### src/rtl/polyphase_sched.sv
// Phase scheduler for the polyphase IIR output path: one clock plus a frame strobe,
// descending branch select, warm-up/drain validity gating and frame-aligned bank switches.
module polyphase_sched #(
   parameter int PHASES = 3,
   parameter int WARMUP = 2
) (
   input  logic       clk_i,
   input  logic       reset_i,
   input  logic       enable_i,
   input  logic       bank_req_i,
   input  logic       bank_next_i,
   output logic [1:0] phase_o,
   output logic       frame_stb_o,
   output logic       out_valid_o,
   output logic       busy_o,
   output logic       bank_ack_o,
   output logic       bank_act_o
);

   typedef enum logic [1:0] {IDLE, WARM, RUN, DRAIN} state_t;

   localparam logic [1:0] PH_MAX = 2'(PHASES - 1);
   localparam logic [3:0] WU     = 4'(WARMUP);

   state_t     state_q, state_d;
   logic [1:0] phase_q, phase_d;
   logic [3:0] wcnt_q, wcnt_d;
   logic       stb_q, stb_d;
   logic       valid_q, valid_d;
   logic       busy_q, busy_d;
   logic       act_q, act_d;
   logic       ack_q, ack_d;
   logic       pend_q, pend_d;
   logic       pnext_q, pnext_d;

   logic       ph_last;
   logic       req_pend;
   logic       req_val;
   logic       commit;

   always_comb begin
      state_d = state_q;
      wcnt_d  = wcnt_q;
      ph_last = (phase_q == 2'd0);

      case (state_q)
         IDLE: begin
            if (enable_i) begin
               state_d = WARM;
               wcnt_d  = '0;
            end
         end
         WARM: begin
            if (ph_last) begin
               wcnt_d = wcnt_q + 4'd1;
               if (!enable_i)
                  state_d = IDLE;
               else if (wcnt_q + 4'd1 == WU)
                  state_d = RUN;
            end
         end
         RUN: begin
            // Stopping on the last phase skips DRAIN so no new frame is started.
            if (!enable_i)
               state_d = ph_last ? IDLE : DRAIN;
         end
         DRAIN: begin
            if (ph_last)
               state_d = IDLE;
         end
         default: state_d = IDLE;
      endcase

      // Every exit to IDLE happens on a phase-0 cycle, so wrap and hold coincide.
      phase_d = (state_q == IDLE || ph_last) ? PH_MAX : phase_q - 2'd1;
      stb_d   = (state_d != IDLE) && (phase_d == PH_MAX);
      valid_d = (state_d == RUN) || (state_d == DRAIN);
      busy_d  = (state_d != IDLE);

      // A seen request stays pending until a commit edge, even if bank_req drops.
      req_pend = bank_req_i | pend_q;
      req_val  = bank_req_i ? bank_next_i : pnext_q;
      commit   = req_pend && ((state_q == IDLE) || stb_d);
      pend_d   = req_pend && !commit;
      pnext_d  = req_val;
      act_d    = commit ? req_val : act_q;
      ack_d    = commit;
   end

   always_ff @(posedge clk_i) begin
      if (!reset_i) begin
         state_q <= IDLE;
         phase_q <= PH_MAX;
         wcnt_q  <= '0;
         stb_q   <= 1'b0;
         valid_q <= 1'b0;
         busy_q  <= 1'b0;
         act_q   <= 1'b0;
         ack_q   <= 1'b0;
         pend_q  <= 1'b0;
         pnext_q <= 1'b0;
      end else begin
         state_q <= state_d;
         phase_q <= phase_d;
         wcnt_q  <= wcnt_d;
         stb_q   <= stb_d;
         valid_q <= valid_d;
         busy_q  <= busy_d;
         act_q   <= act_d;
         ack_q   <= ack_d;
         pend_q  <= pend_d;
         pnext_q <= pnext_d;
      end
   end

   assign phase_o     = phase_q;
   assign frame_stb_o = stb_q;
   assign out_valid_o = valid_q;
   assign busy_o      = busy_q;
   assign bank_ack_o  = ack_q;
   assign bank_act_o  = act_q;

endmodule

### config.mk
export PLATFORM = sky130hd
export DESIGN_NAME = polyphase_sched
export DESIGN_NICKNAME = d
export VERILOG_FILES = /design/src/rtl/polyphase_sched.sv
export SDC_FILE = /design/constraint.sdc
export NUM_CORES = 1
export LEC_CHECK = 0
export CORE_MARGIN = 2
export CORE_UTILIZATION = 54
export CTS_CLUSTER_DIAMETER = 80
export DETAILED_ROUTE_END_ITERATION = 16
export PLACE_DENSITY = 0.81
export SYNTH_ARGS = -nofsm -noshare
export SYNTH_HDL_FRONTEND = slang
export SYNTH_SLANG_ARGS = --single-unit
### constraint.sdc
create_clock -name clk_i -period 3.5 [get_ports clk_i]
set_input_delay 1.05 -clock clk_i [delete_from_list [all_inputs] [get_ports clk_i]]
set_output_delay 1.05 -clock clk_i [all_outputs]
set_load 0.02 [all_outputs]
Yosys cells after proc, flatten, opt, wreduce, memory -nomap -nowiden. Cells that the tools add are included.

Output and inout bits: 7. Register bits after elaboration: 15.

Eq/ne operators: 9. Muxes and demuxes: 13. Reduce and logical (&&, ||, !) cells: 12. Bitwise operators: 1. Add/subtract/negate cells: 2.

Operators with widths (number): $mux 2 (8); $eq 2x2->1 const B (5); $mux 4 (2); $pmux 2 s4 (1); $pmux 4 s2 (1); $add 4x1->4 const B (1); $eq 4x2->1 const B (1); $logic_not 2->1 (2); $ne 2x2->1 const B (2); $reduce_bool 2->1 (2); $logic_and 1x1->1 (3); $logic_or 1x1->1 (3); $reduce_and 3->1 (1); $eq 2x1->1 const B (1); $sub 2x1->2 const B (1); $logic_not 1->1 (1); $mux 1 (1); $or 1x1->1 (1).

Depth between registers and ports, before layout.
Depth in word-level cells: 12. Depth in mapped cells: 7. Mapped depth without buffers: 6.

Worst setup path before layout. OpenSTA, ideal clock, no wires.

Kind: input-to-reg. From: in enable_i. To: reg act_q (netlist: bank_act_o). Library setup time: 116 ps. Arrival time: 1646 ps. Setup slack: 1738 ps. Required time: 3384 ps. Cell stages on the path: 4. Cells stage by stage: a21boi_1 > o221ai_1 > o21a_1 > o211a_1.

Word-level cells in the longest chain between the ends: 7. Elaborated cells between the ends (all ways): 9. Those cells by class: mux (5); reduce/logical (4).

Ends and longest elaborated chain: start, declared (RTL line 9) `input logic enable_i,`; $mux 2 (RTL line 56) `if (!enable_i)`; $mux 2 (RTL line 54) `if (ph_last) begin`; $pmux 2 s4 * (RTL line 46) `case (state_q)`; $reduce_bool 2->1 * (RTL line 76) `stb_d = (state_d != IDLE) && (phase_d == PH_MAX);`; $logic_and 1x1->1 * (RTL line 76); $logic_or 1x1->1 * (RTL line 83) `commit = req_pend && ((state_q == IDLE) || stb_d);`; $logic_and 1x1->1 * (RTL line 83); end signal, assigned (RTL line 109) `act_q <= act_d;`; end, declared (RTL line 31) `logic act_q, act_d;`.

Every way passes the cells marked *; elsewhere a longest branch is shown, timed or not. A chain may end at the register's enable or synchronous reset.

Worst setup path after layout.
From: reg phase_q[0] (netlist: phase_o[0]). To: out phase_o[0].

RTL lines: start, declared (RTL line 26) `logic [1:0] phase_q, phase_d;`; start signal, assigned (RTL line 104) `phase_q <= phase_d;`; end, declared (RTL line 12) `output logic [1:0] phase_o,`.

No word-level cell between the ends.

==> results.toml <==
[status]
outcome = "finished clean"

[global_route]
antenna_found_initial = 0
grt_max_degree = 14
grt.total_usage_pct = 16.99
grt_pass1_wl_mm = 1.821
grt_overflow_total = 0
grt_pass1_vias = 442

[yosys]
ys_seq_elements = 15
synth_mux_area_share_pct = 1.358
synth.area.top_cells = "dfxtp_1, ha_1, nor2b_1, o21ai_0, nor2_1"
yosysMostFrequentCell = "dfxtp_1"
synth.largest_area_cell = "dfxtp_1"
synth_top_family_by_area = "simple AND/OR/NAND/NOR gates"
ys_async_sr_fraction_pct = 0
synthAdderAreaFrac_pct = 5.093
avgSynthCellArea_um2 = 9.098
syn_inst = 81
netlist_area_um2 = 737.0
yosysUniqueCellTypes = 30
yosys.area_share.simple_pct = 26.49
synth_nets = 89
synth_xor_area_share_pct = 2.377
synth_edf_count = 0
synth_compound_area_share_pct = 17.83
synth_top_area_share_pct = 40.75
synth_flop_cell = "dfxtp_1"
ys_warn_count = 0
synthTopCellsByCount = "dfxtp_1, nor2_1, nor2b_1, o21ai_0"
ys_seq_area_share_pct = 40.75

[placement]
hpwl_um = 861.5
place_area_um2 = 832.0
routabilityCongestion = 0.5900
portBuffers = 11

[routing]
wirelength_mm = 1.218
wire_per_inst_um = 11.38
viasPerCell = 5.467
first_iter_violations = 5
drc = 0
num_vias = 585
detail-route-antenna-nets = 0
drt_pass1_iterations = 4

[final_layout]
n_fill_cell = 109
drive_above_1_share_pct = 4.348
design_area_um2 = 858.3
syn_to_final_growth_pct = 16.47
layout.nets = 101
antenna_cells = 0

[die]
core-area_um2 = 1285
die_x_um = 40.94
die_h_um = 40.94
ios = 12
dieArea_um2 = 1676
initial_core_util_pct = 57.35
rows = 13

[timing]
finalSetupTns_ns = 0
period_share_pct = 66.15
fmax_mhz = 431.9
setup_viol = 0
hold_violations = 0
slew_violations = 0
fin_skew_ns = 0.008388
grt_setup_unrepaired = "false"
fin_crit_ns = 2.315
relSlewSlack_pct = 72.59
tightest_slew_ns = 0.4099

[power]
p_sw_share_pct = 26.81
leakage_nw = 0.3593
p_int_w = 0.0002568
p_per_area_nw_per_um2 = 408.7
clkPwrFrac_pct = 28.1
ir_drop_mv = 0.2076
pwr-share-comb_pct = 18.1
p_seq_share_pct = 53.8
switchingPower_w = 0.00009404
p_total_w = 0.0003508

[clocking]
cts_buffer_depth = 2
post-cts-setup-buffers = 0
htreeDepth = 1
ctsHoldBuffers = 0
clk_pin_slew_worst_paths_ns = 0.09
clkLatencyLatePin_ns = 0.28
cts.sinks = 15
cts_resized = 0
cts_tree = "yes"
numCtsBuffers = 3
cts_root_buf = "clkbuf_4"

[critical_path]
arrival_ns = 1.27
crit_slowest_cell = "clkdlybuf4s50_1"
critPathRequiredTime_ns = 2.45
crit_type = "flop to primary output"
path_max_fanout = 3
crit_path_end_kind = "primary output"
path_cells = "clkdlybuf4s50_1"
critPathTopFamily = "buffers and inverters"
worstSetupStartpointType = "flop"
max_stage_delay_ns = 0.61
path_buf_inv = 1

[worst_hold_path]
min_path_type = "flop to flop"

[job]
max_cap_violations = 0
cells in the final DEF, fill, tap and decap left out:
cell             count
a21oi_1              3
mux2i_1              1
inv_1                3
nand2b_1             3
nand3b_4             1
xnor2_1              2
clkdlybuf4s50_1     11
o211a_1              1
a21o_1               1
or3_1                1
a21boi_0             1
nand3b_1             1
o221ai_1             1
ha_1                 3
dfxtp_1             15
nor2_1               8
a21boi_1             3
o31ai_1              3
or3b_1               1
nor2b_1              6
nand2_1              4
nor3b_1              1
and3b_1              1
nand4b_1             1
o21ai_0              6
nand3_1              4
o21a_1               1
clkbuf_4             3
clkbuf_1             1
and3_1               1
final timing paths:
| kind | cells past startpoint | to | slack (ns) | from |
|---|---|---|---|---|
| setup / recovery | 1 | phase_o[0] | 1.18 | phase_o[0] |
| hold / removal | 2 | wcnt_q[3] | 0.51 | wcnt_q[3] |
| setup reg to reg | 6 | bank_act_o | 1.92 | phase_o[0] |
| hold reg to reg | 2 | wcnt_q[3] | 0.51 | wcnt_q[3] |
kinds of logic after synthesis:
| family | count (synthesis) |
|---|---|
| mux | 1 |
| buf+inv | 7 |
| xor+xnor | 2 |
| simple gates | 33 |
| fa+ha+maj | 3 |
| flops | 15 |
| compound gates | 20 |
flip-flops by register name, summed over array words and instances, names as in the netlist:
| signal | flops |
|---|---|
| out_valid_o | 1 |
| pend_q | 1 |
| busy_o | 1 |
| state_q | 2 |
| phase_o | 2 |
| bank_ack_o | 1 |
| frame_stb_o | 1 |
| pnext_q | 1 |
| bank_act_o | 1 |
| wcnt_q | 4 |
metal layers:
layer / part of all wire (%) / vias to the layer above / global-route usage, % / routed length [um]
li1: - / 309 / - / -
met1: 50 / 258 / 20.00 / 612
met2: 44 / 13 / 28.13 / 536
met3: 4.2 / 5 / 3.261 / 51
met4: 1.5 / 0 / 10.00 / 18
met5: 0 / - / 0 / 0
per-stage QoR:
stage / setup WS [ns] / std cells / util, % / hold WS, ns
detailed placement: 1.098 / 103 / 64.75 / 0.4851
floorplan: 1.738 / 81 / - / 0.4692
global placement: 1.149 / 103 / 64.75 / 0.4794
finish: 1.185 / 107 / 66.80 / 0.5094
global route: 1.151 / 107 / 66.80 / 0.5306
CTS: 1.180 / 107 / 66.80 / 0.5167
power by group through the flow:
stage | Combinational, W | Clock [W] | Sequential, W
detailed placement | 0.0000638 | 0 | 0.000193
global placement | 0.0000627 | 0 | 0.000192
floorplan | 0.0000374 | 0 | 0.000198
global route | 0.0000712 | 0.000109 | 0.000190
finish | 0.0000636 | 0.0000985 | 0.000189
CTS | 0.0000641 | 0.000102 | 0.000189
area by class of cell:
| class | count | area (um^2) | share of cell area (%) |
|---|---|---|---|
| multi-input cells | 59 | 391.6 | 45.63 |
| repair buffers | 11 | 110.1 | 12.83 |
| flip-flops and latches | 15 | 300.3 | 34.99 |
| well taps | 15 | 18.77 | 2.187 |
| inverters | 3 | 11.26 | 1.312 |
| clock buffers | 4 | 26.28 | 3.061 |
Power figures use the tool's default switching activity.
